--- config.mk ---
export PLATFORM = sky130hd
export DESIGN_NAME = arb_req_agent
export DESIGN_NICKNAME = d
export VERILOG_FILES = /design/src/rtl/arb_pkg.sv /design/src/rtl/arb_wait_timer.sv /design/src/rtl/arb_req_agent.sv
export SDC_FILE = /design/constraint.sdc
export NUM_CORES = 1
export LEC_CHECK = 0
export ABC_AREA = 1
export BUFFER_PORTS_ARGS = -buffer_cell sky130_fd_sc_hd__buf_4
export CORE_MARGIN = 4
export CORE_UTILIZATION = 42
export CTS_CLUSTER_DIAMETER = 60
export DETAILED_ROUTE_END_ITERATION = 8
export GPL_TIMING_DRIVEN = 0
export PLACE_DENSITY_LB_ADDON = 0.15
export SLEW_MARGIN = 0
export SYNTH_ARGS = -nofsm -noshare
export SYNTH_HDL_FRONTEND = slang
export SYNTH_SLANG_ARGS = --single-unit
--- constraint.sdc ---
create_clock -name clock -period 1.7 [get_ports clock]
set_input_delay 0.51 -clock clock [delete_from_list [all_inputs] [get_ports clock]]
set_output_delay 0.51 -clock clock [all_outputs]
set_load 0.02 [all_outputs]
--- src/rtl/arb_pkg.sv ---
// Shared definitions for the arbiter requester agent: state encoding and default sizing.
package arb_pkg;

    localparam int unsigned ARB_LEN_W       = 4;
    localparam int unsigned ARB_TIMEOUT_CYC = 64;

    typedef enum logic [2:0] {
        IDLE    = 3'b000,
        REQ     = 3'b001,
        XFER    = 3'b010,
        RELEASE = 3'b011
    } arb_state_t;

endpackage

--- src/rtl/arb_wait_timer.sv ---
// Grant-wait timer: counts enabled cycles since clear and flags when LIMIT-1 is reached.
module arb_wait_timer
    import arb_pkg::*;
#(
    parameter int unsigned TMR_W = 8,
    parameter int unsigned LIMIT = ARB_TIMEOUT_CYC
) (
    input  logic clock,
    input  logic reset,
    input  logic clear,
    input  logic enable,
    output logic expire
);

    logic [TMR_W-1:0] cnt_q, cnt_d;

    assign expire = (cnt_q == TMR_W'(LIMIT - 1));

    // Saturate at the expiry value so a stalled enable cannot wrap back to zero.
    always_comb begin
        cnt_d = cnt_q;
        if (clear) begin
            cnt_d = '0;
        end else if (enable && !expire) begin
            cnt_d = cnt_q + 1'b1;
        end
    end

    always_ff @(posedge clock) begin
        if (reset) begin
            cnt_q <= '0;
        end else begin
            cnt_q <= cnt_d;
        end
    end

endmodule

--- src/rtl/arb_req_agent.sv ---
// Requester-side agent for one port of the 4-way req/gnt arbiter.
// Define ARB_REQ_TIMEOUT_EN to abandon a request after TIMEOUT_CYC cycles without grant.
module arb_req_agent
    import arb_pkg::*;
#(
    parameter int unsigned LEN_W       = ARB_LEN_W,
    parameter int unsigned TIMEOUT_CYC = ARB_TIMEOUT_CYC,
    parameter int unsigned TMR_W       = 8
) (
    input  logic             clock,
    input  logic             reset,
    input  logic             cmd_valid,
    input  logic [LEN_W-1:0] cmd_len,
    output logic             cmd_ready,
    output logic             req,
    input  logic             gnt,
    output logic             beat_valid,
    output logic [LEN_W-1:0] beat_idx,
    output logic             done,
    output logic             abort,
    output logic             timeout_err
);

    arb_state_t       state_q, state_d;
    logic             req_q, req_d;
    logic             beat_valid_q, beat_valid_d;
    logic [LEN_W-1:0] beat_idx_q, beat_idx_d;
    logic [LEN_W-1:0] len_q, len_d;
    logic             done_q, done_d;
    logic             abort_q, abort_d;
    logic             terr_q, terr_d;
    logic             accept;
    logic             tmr_expire;

    assign cmd_ready = !reset && (state_q == IDLE);
    assign accept    = cmd_valid && cmd_ready;

`ifdef ARB_REQ_TIMEOUT_EN
    arb_wait_timer #(
        .TMR_W (TMR_W),
        .LIMIT (TIMEOUT_CYC)
    ) u_wait_timer (
        .clock  (clock),
        .reset  (reset),
        .clear  (accept),
        .enable ((state_q == REQ) && !gnt),
        .expire (tmr_expire)
    );
`else
    logic unused_tmr_cfg;
    assign unused_tmr_cfg = (TMR_W == TIMEOUT_CYC);
    assign tmr_expire     = 1'b0;
`endif

    always_comb begin
        state_d      = state_q;
        req_d        = req_q;
        beat_valid_d = beat_valid_q;
        beat_idx_d   = beat_idx_q;
        len_d        = len_q;
        done_d       = 1'b0;
        abort_d      = 1'b0;
        terr_d       = 1'b0;
        unique case (state_q)
            IDLE: begin
                if (accept) begin
                    len_d   = cmd_len;
                    req_d   = 1'b1;
                    state_d = REQ;
                end
            end
            REQ: begin
                // A grant seen in the expiry cycle still wins over the timeout.
                if (gnt) begin
                    beat_valid_d = 1'b1;
                    beat_idx_d   = '0;
                    state_d      = XFER;
                end else if (tmr_expire) begin
                    req_d   = 1'b0;
                    terr_d  = 1'b1;
                    state_d = RELEASE;
                end
            end
            XFER: begin
                // Last-beat completion takes priority over a grant lost in the same cycle.
                if (beat_idx_q == len_q) begin
                    req_d        = 1'b0;
                    beat_valid_d = 1'b0;
                    done_d       = 1'b1;
                    state_d      = RELEASE;
                end else if (!gnt) begin
                    req_d        = 1'b0;
                    beat_valid_d = 1'b0;
                    abort_d      = 1'b1;
                    state_d      = RELEASE;
                end else begin
                    beat_idx_d = beat_idx_q + 1'b1;
                end
            end
            RELEASE: begin
                req_d = 1'b0;
                if (!gnt) begin
                    state_d = IDLE;
                end
            end
            default: begin
                req_d        = 1'b0;
                beat_valid_d = 1'b0;
                state_d      = IDLE;
            end
        endcase
    end

    always_ff @(posedge clock) begin
        if (reset) begin
            state_q      <= IDLE;
            req_q        <= 1'b0;
            beat_valid_q <= 1'b0;
            beat_idx_q   <= '0;
            len_q        <= '0;
            done_q       <= 1'b0;
            abort_q      <= 1'b0;
            terr_q       <= 1'b0;
        end else begin
            state_q      <= state_d;
            req_q        <= req_d;
            beat_valid_q <= beat_valid_d;
            beat_idx_q   <= beat_idx_d;
            len_q        <= len_d;
            done_q       <= done_d;
            abort_q      <= abort_d;
            terr_q       <= terr_d;
        end
    end

    assign req         = req_q;
    assign beat_valid  = beat_valid_q;
    assign beat_idx    = beat_idx_q;
    assign done        = done_q;
    assign abort       = abort_q;
    assign timeout_err = terr_q;

endmodule

-- Yosys cells after proc, flatten, opt, wreduce, memory -nomap -nowiden
Cells that the tools add are included.
- $add $sub $neg: 1
- equality and inequality tests: 10
- multiplexer cells: 18
- bitwise operators: 3
- reduce and logical (&&, ||, !) cells: 13
- operators by type and width (kind ; number):
    3-bit two-way mux ; 5
    4-bit two-way mux ; 3
    3-bit case mux with 4 select lines ; 1
    2-bit inequality test, second input constant ; 5
    4-bit case mux with 2 select lines ; 1
    4-bit AND reduction ; 2
    3-bit by 2-bit equality test with 1-bit output, second input constant ; 2
    1-bit two-way mux ; 6
    1-bit case mux with 3 select lines ; 2
    3-bit AND reduction ; 2
    4-bit by 1-bit adder with 4-bit output, second input constant ; 1
    4-bit equality test ; 1
    2-bit OR reduction ; 2
    3-bit by 1-bit equality test with 1-bit output, second input constant ; 1
    3-bit zero test ; 1
    3-bit inequality test, second input constant ; 1
    1-bit NOT ; 3
    3-bit OR reduction ; 1
    1-bit logical AND ; 2
    2-bit AND reduction ; 1
    2-bit nonzero test ; 1
    1-bit zero test ; 1
- register bits after elaboration: 15
- bits of input ports: 8
- output and inout port bits: 10
- logic and storage cells: 52

-- Longest topological paths before layout
- depth after elaboration: 5
- depth in mapped cells: 10
- depth with buffers taken out: 10

-- Worst setup path before layout
No wires, ideal clock.
- path kind: input to register
- from: input port reset
- to: register len_q[0]
- library setup time: 123 ps
- data arrival time: 1387 ps
- data required time: 1577 ps
- path slack: 190 ps
- stages on the path: 5
- path buffers: 1
- cells stage by stage: buf_6 > nor2_1 > nand2_1 > o21ai_1 > a21oi_1
- word-level cells in the longest chain between the ends: 4
- ends and longest elaborated chain (item ; RTL line ; RTL):
    from (decl) ; arb_req_agent.sv:11 ; input logic reset,
    1-bit zero test ; arb_req_agent.sv:35 ; assign cmd_ready = !reset && (state_q == IDLE);
    1-bit logical AND ; arb_req_agent.sv:35 ;
    via cmd_ready ; arb_req_agent.sv:14 ; output logic cmd_ready,
    1-bit logical AND ; arb_req_agent.sv:36 ; assign accept = cmd_valid && cmd_ready;
    2-bit AND reduction (no line) ; -- ;
    to (signal assigned) ; arb_req_agent.sv:129 ; len_q <= len_d;
    to (decl) ; arb_req_agent.sv:28 ; logic [LEN_W-1:0] len_q, len_d;
The timed path passes the listed nets, and every way through them passes these cells.
A chain may end at the register's enable or synchronous reset.

-- Worst setup path after layout
- from: register state_q[0]
- to: output port cmd_ready
- word-level cells in the longest chain between the ends: 2
- ends and longest elaborated chain (item ; RTL line ; RTL):
    from (decl) ; arb_req_agent.sv:24 ; arb_state_t state_q, state_d;
    from (signal assigned) ; arb_req_agent.sv:125 ; state_q <= state_d;
    3-bit zero test ; arb_req_agent.sv:35 ;
    1-bit logical AND ; arb_req_agent.sv:35 ;
    to (decl) ; arb_req_agent.sv:14 ;
Every way passes these cells.

==> summary.txt <==
outcome: complete, no violations
worst-path maximum fanout: 3
synthesis-stage register bit count: 14
number of I/O pins: 18
post-route cell area: 1030 um^2
CP arrival: 1130 ps
CP required: 1190 ps
hpwl dp: 1230 um
antenna cells: 0
max-cap viol count: 0
clock root buffer: clkbuf_4
Post-DRT Antenna Nets: 0
Final min period: 1640 ps
CTS Sinks: 14
Distinct cells, synth: 22
synthesized cell area: 810 um^2
initial core utilization: 45.4%
# fillers: 168
Area Growth Syn to Fin: 27.8%
vias in the first global route: 662
Skew-Pair Late Insertion Delay: 270 ps
gr usage total: 13.9%
die area: 2690 um^2
leakage power: 0.473 nW
Max Transition Viols Final: 0
via count: 752
TritonCTS Buffers: 3
DP Area: 953 um^2
sequential area share after synthesis: 34.6%
P per Cell Area: 1290 nW/um^2
Wirelength per Cell: 10.7 um
largest net degree at the start of global routing: 11
TritonCTS clock tree: done
worst path bufs/invs: 3
Die Wd: 51.9 um
Total Power: 0.00134 W
vias per inst: 4.82
setup violators final: 0
final hold slack: 439 ps
share of cells above drive strength 1: 35.9%
setup TNS: 0 ps
crit-path cells: inv_2, ha_4, inv_1, nor2_2, buf_6
Final Hold Viols: 0
# port buffers: 15
YS warnings: 0
Syn Area/Cell: 7.50 um^2
commonest non-fill, non-tap cells in the layout: nand2_1 (20), buf_4 (20), a21oi_1 (12), dfxtp_1 (12), inv_1 (11)
largest incremental delay on the critical path: 330 ps
CP Capture Type: output pin
DRT Pass-1 Iters: 4
DRC violations left: 0
CP delay by family, top: flip-flops
Initial DRC Count: 18
post-synth net total: 121
H-tree depth: 1
Hold Path Class: primary input to flop
gpl congestion: 0.847
first-pass GRT wire length: 2790 um
Cell Rows: 15
final layout net count: 146
initial antenna violation count: 0
Synth Instances: 108
crit path max-delay cell type: dfxtp_2
Max VDD drop: 0.710 mV
clock tree buffer depth: 2
WS Path Type: flop to output pin
crit start category: flop
clk slew on worst S/H paths: 80 ps
# hold bufs at CTS: 0
core area: 1780 um^2
Period Utilization, post-route: 96.5%
fmax: 0.610 GHz
fin util: 58.0%
die height: 51.9 um
WL final: 1680 um
GR Overflow Total: 0
Final Skew: 3.28 ps
==> state kept, by name, summed over array words and instances, names as in the netlist <==
register and flops:
len_q 4, done 1, abort 1, beat_valid 1, beat_idx 4, req 1, state_q 2
==> path summary, 6_finish.rpt <==
path	startpoint	endpoint	slack, ps	cells past startpoint
setup / recovery	state_q[0]	cmd_ready	60	5
hold / removal	reset	state_q[1]	440	2
setup reg to reg	state_q[0]	beat_idx[3]	260	9
hold reg to reg	beat_valid	beat_valid	460	2
==> layer usage <==
metal / track usage [%] / part of all wire, % / wire length [um]
met1: 18.0 / 47 / 781
met2: 21.1 / 45 / 750
met3: 4.58 / 6.3 / 106
met4: 5.24 / 2.2 / 37
met5: 0 / 0 / 0
==> metrics by stage <==
step                std cells  setup slack (ps)
global placement          148               212
finish                    156              60.1
CTS                       154              8.17
floorplan                 108               190
detailed placement        148               214
global route              156             -15.9
==> cell families after synthesis <==
| logic type | count (synthesis) | share of synthesized area [%] |
|---|---|---|
| and+or+nand+nor | 51 | 34.8 |
| buffers and inverters | 19 | 10.5 |
| AOI/OAI and AO/OA | 18 | 11.9 |
| DFF | 14 | 34.6 |
| adders and majority gates | 5 | 7.73 |
| other | 1 | 0.463 |
==> cell type report <==
type	count	area, um^2	area share [%]
Buffer	2	18.8	1.81
Multi-Input combinational cell	75	459	44.4
Inverter	17	66.3	6.41
Timing Repair Buffer	20	154	14.9
Clock buffer	3	22.5	2.18
Sequential cell	14	283	27.3
Tap cell	25	31.3	3.02
==> power by group <==
| group | internal [W] | leakage (nW) | switching [W] |
|---|---|---|---|
| Sequential | 0.000390 | 0.115 | 0.0000354 |
| Combinational | 0.000327 | 0.344 | 0.000404 |
| Clock | 0.0000820 | 0.0138 | 0.0000975 |
| Total | 0.000799 | 0.473 | 0.000537 |
==> cell usage after synthesis <==
cell type	instances	area (um^2)
nand2_1	20	75.1
dfxtp_1	14	280
inv_1	13	48.8
a21oi_1	12	60.1
nand3_1	9	45.0
nor2_1	6	22.5
ha_1	5	62.6
nand2_2	4	25.0
o21ai_1	4	20.0
inv_2	3	11.3
nand4_1	3	18.8
nand2_4	2	22.5
nand3_2	2	20.0
nor2_4	2	22.5
nor3_1	2	10.0
a21oi_2	1	8.76
buf_4	1	7.51
buf_6	1	11.3
conb_1	1	3.75
inv_4	1	6.26
nand2_8	1	20.0
o21bai_1	1	7.51
==> what timing repair did <==
action,in CTS,in global routing
pin swaps,2,2
gates resized for setup,6,2
setup endpoints to repair,1,1
buffers inserted,3,2
No activity file was read; power rests on OpenSTA's default activity.
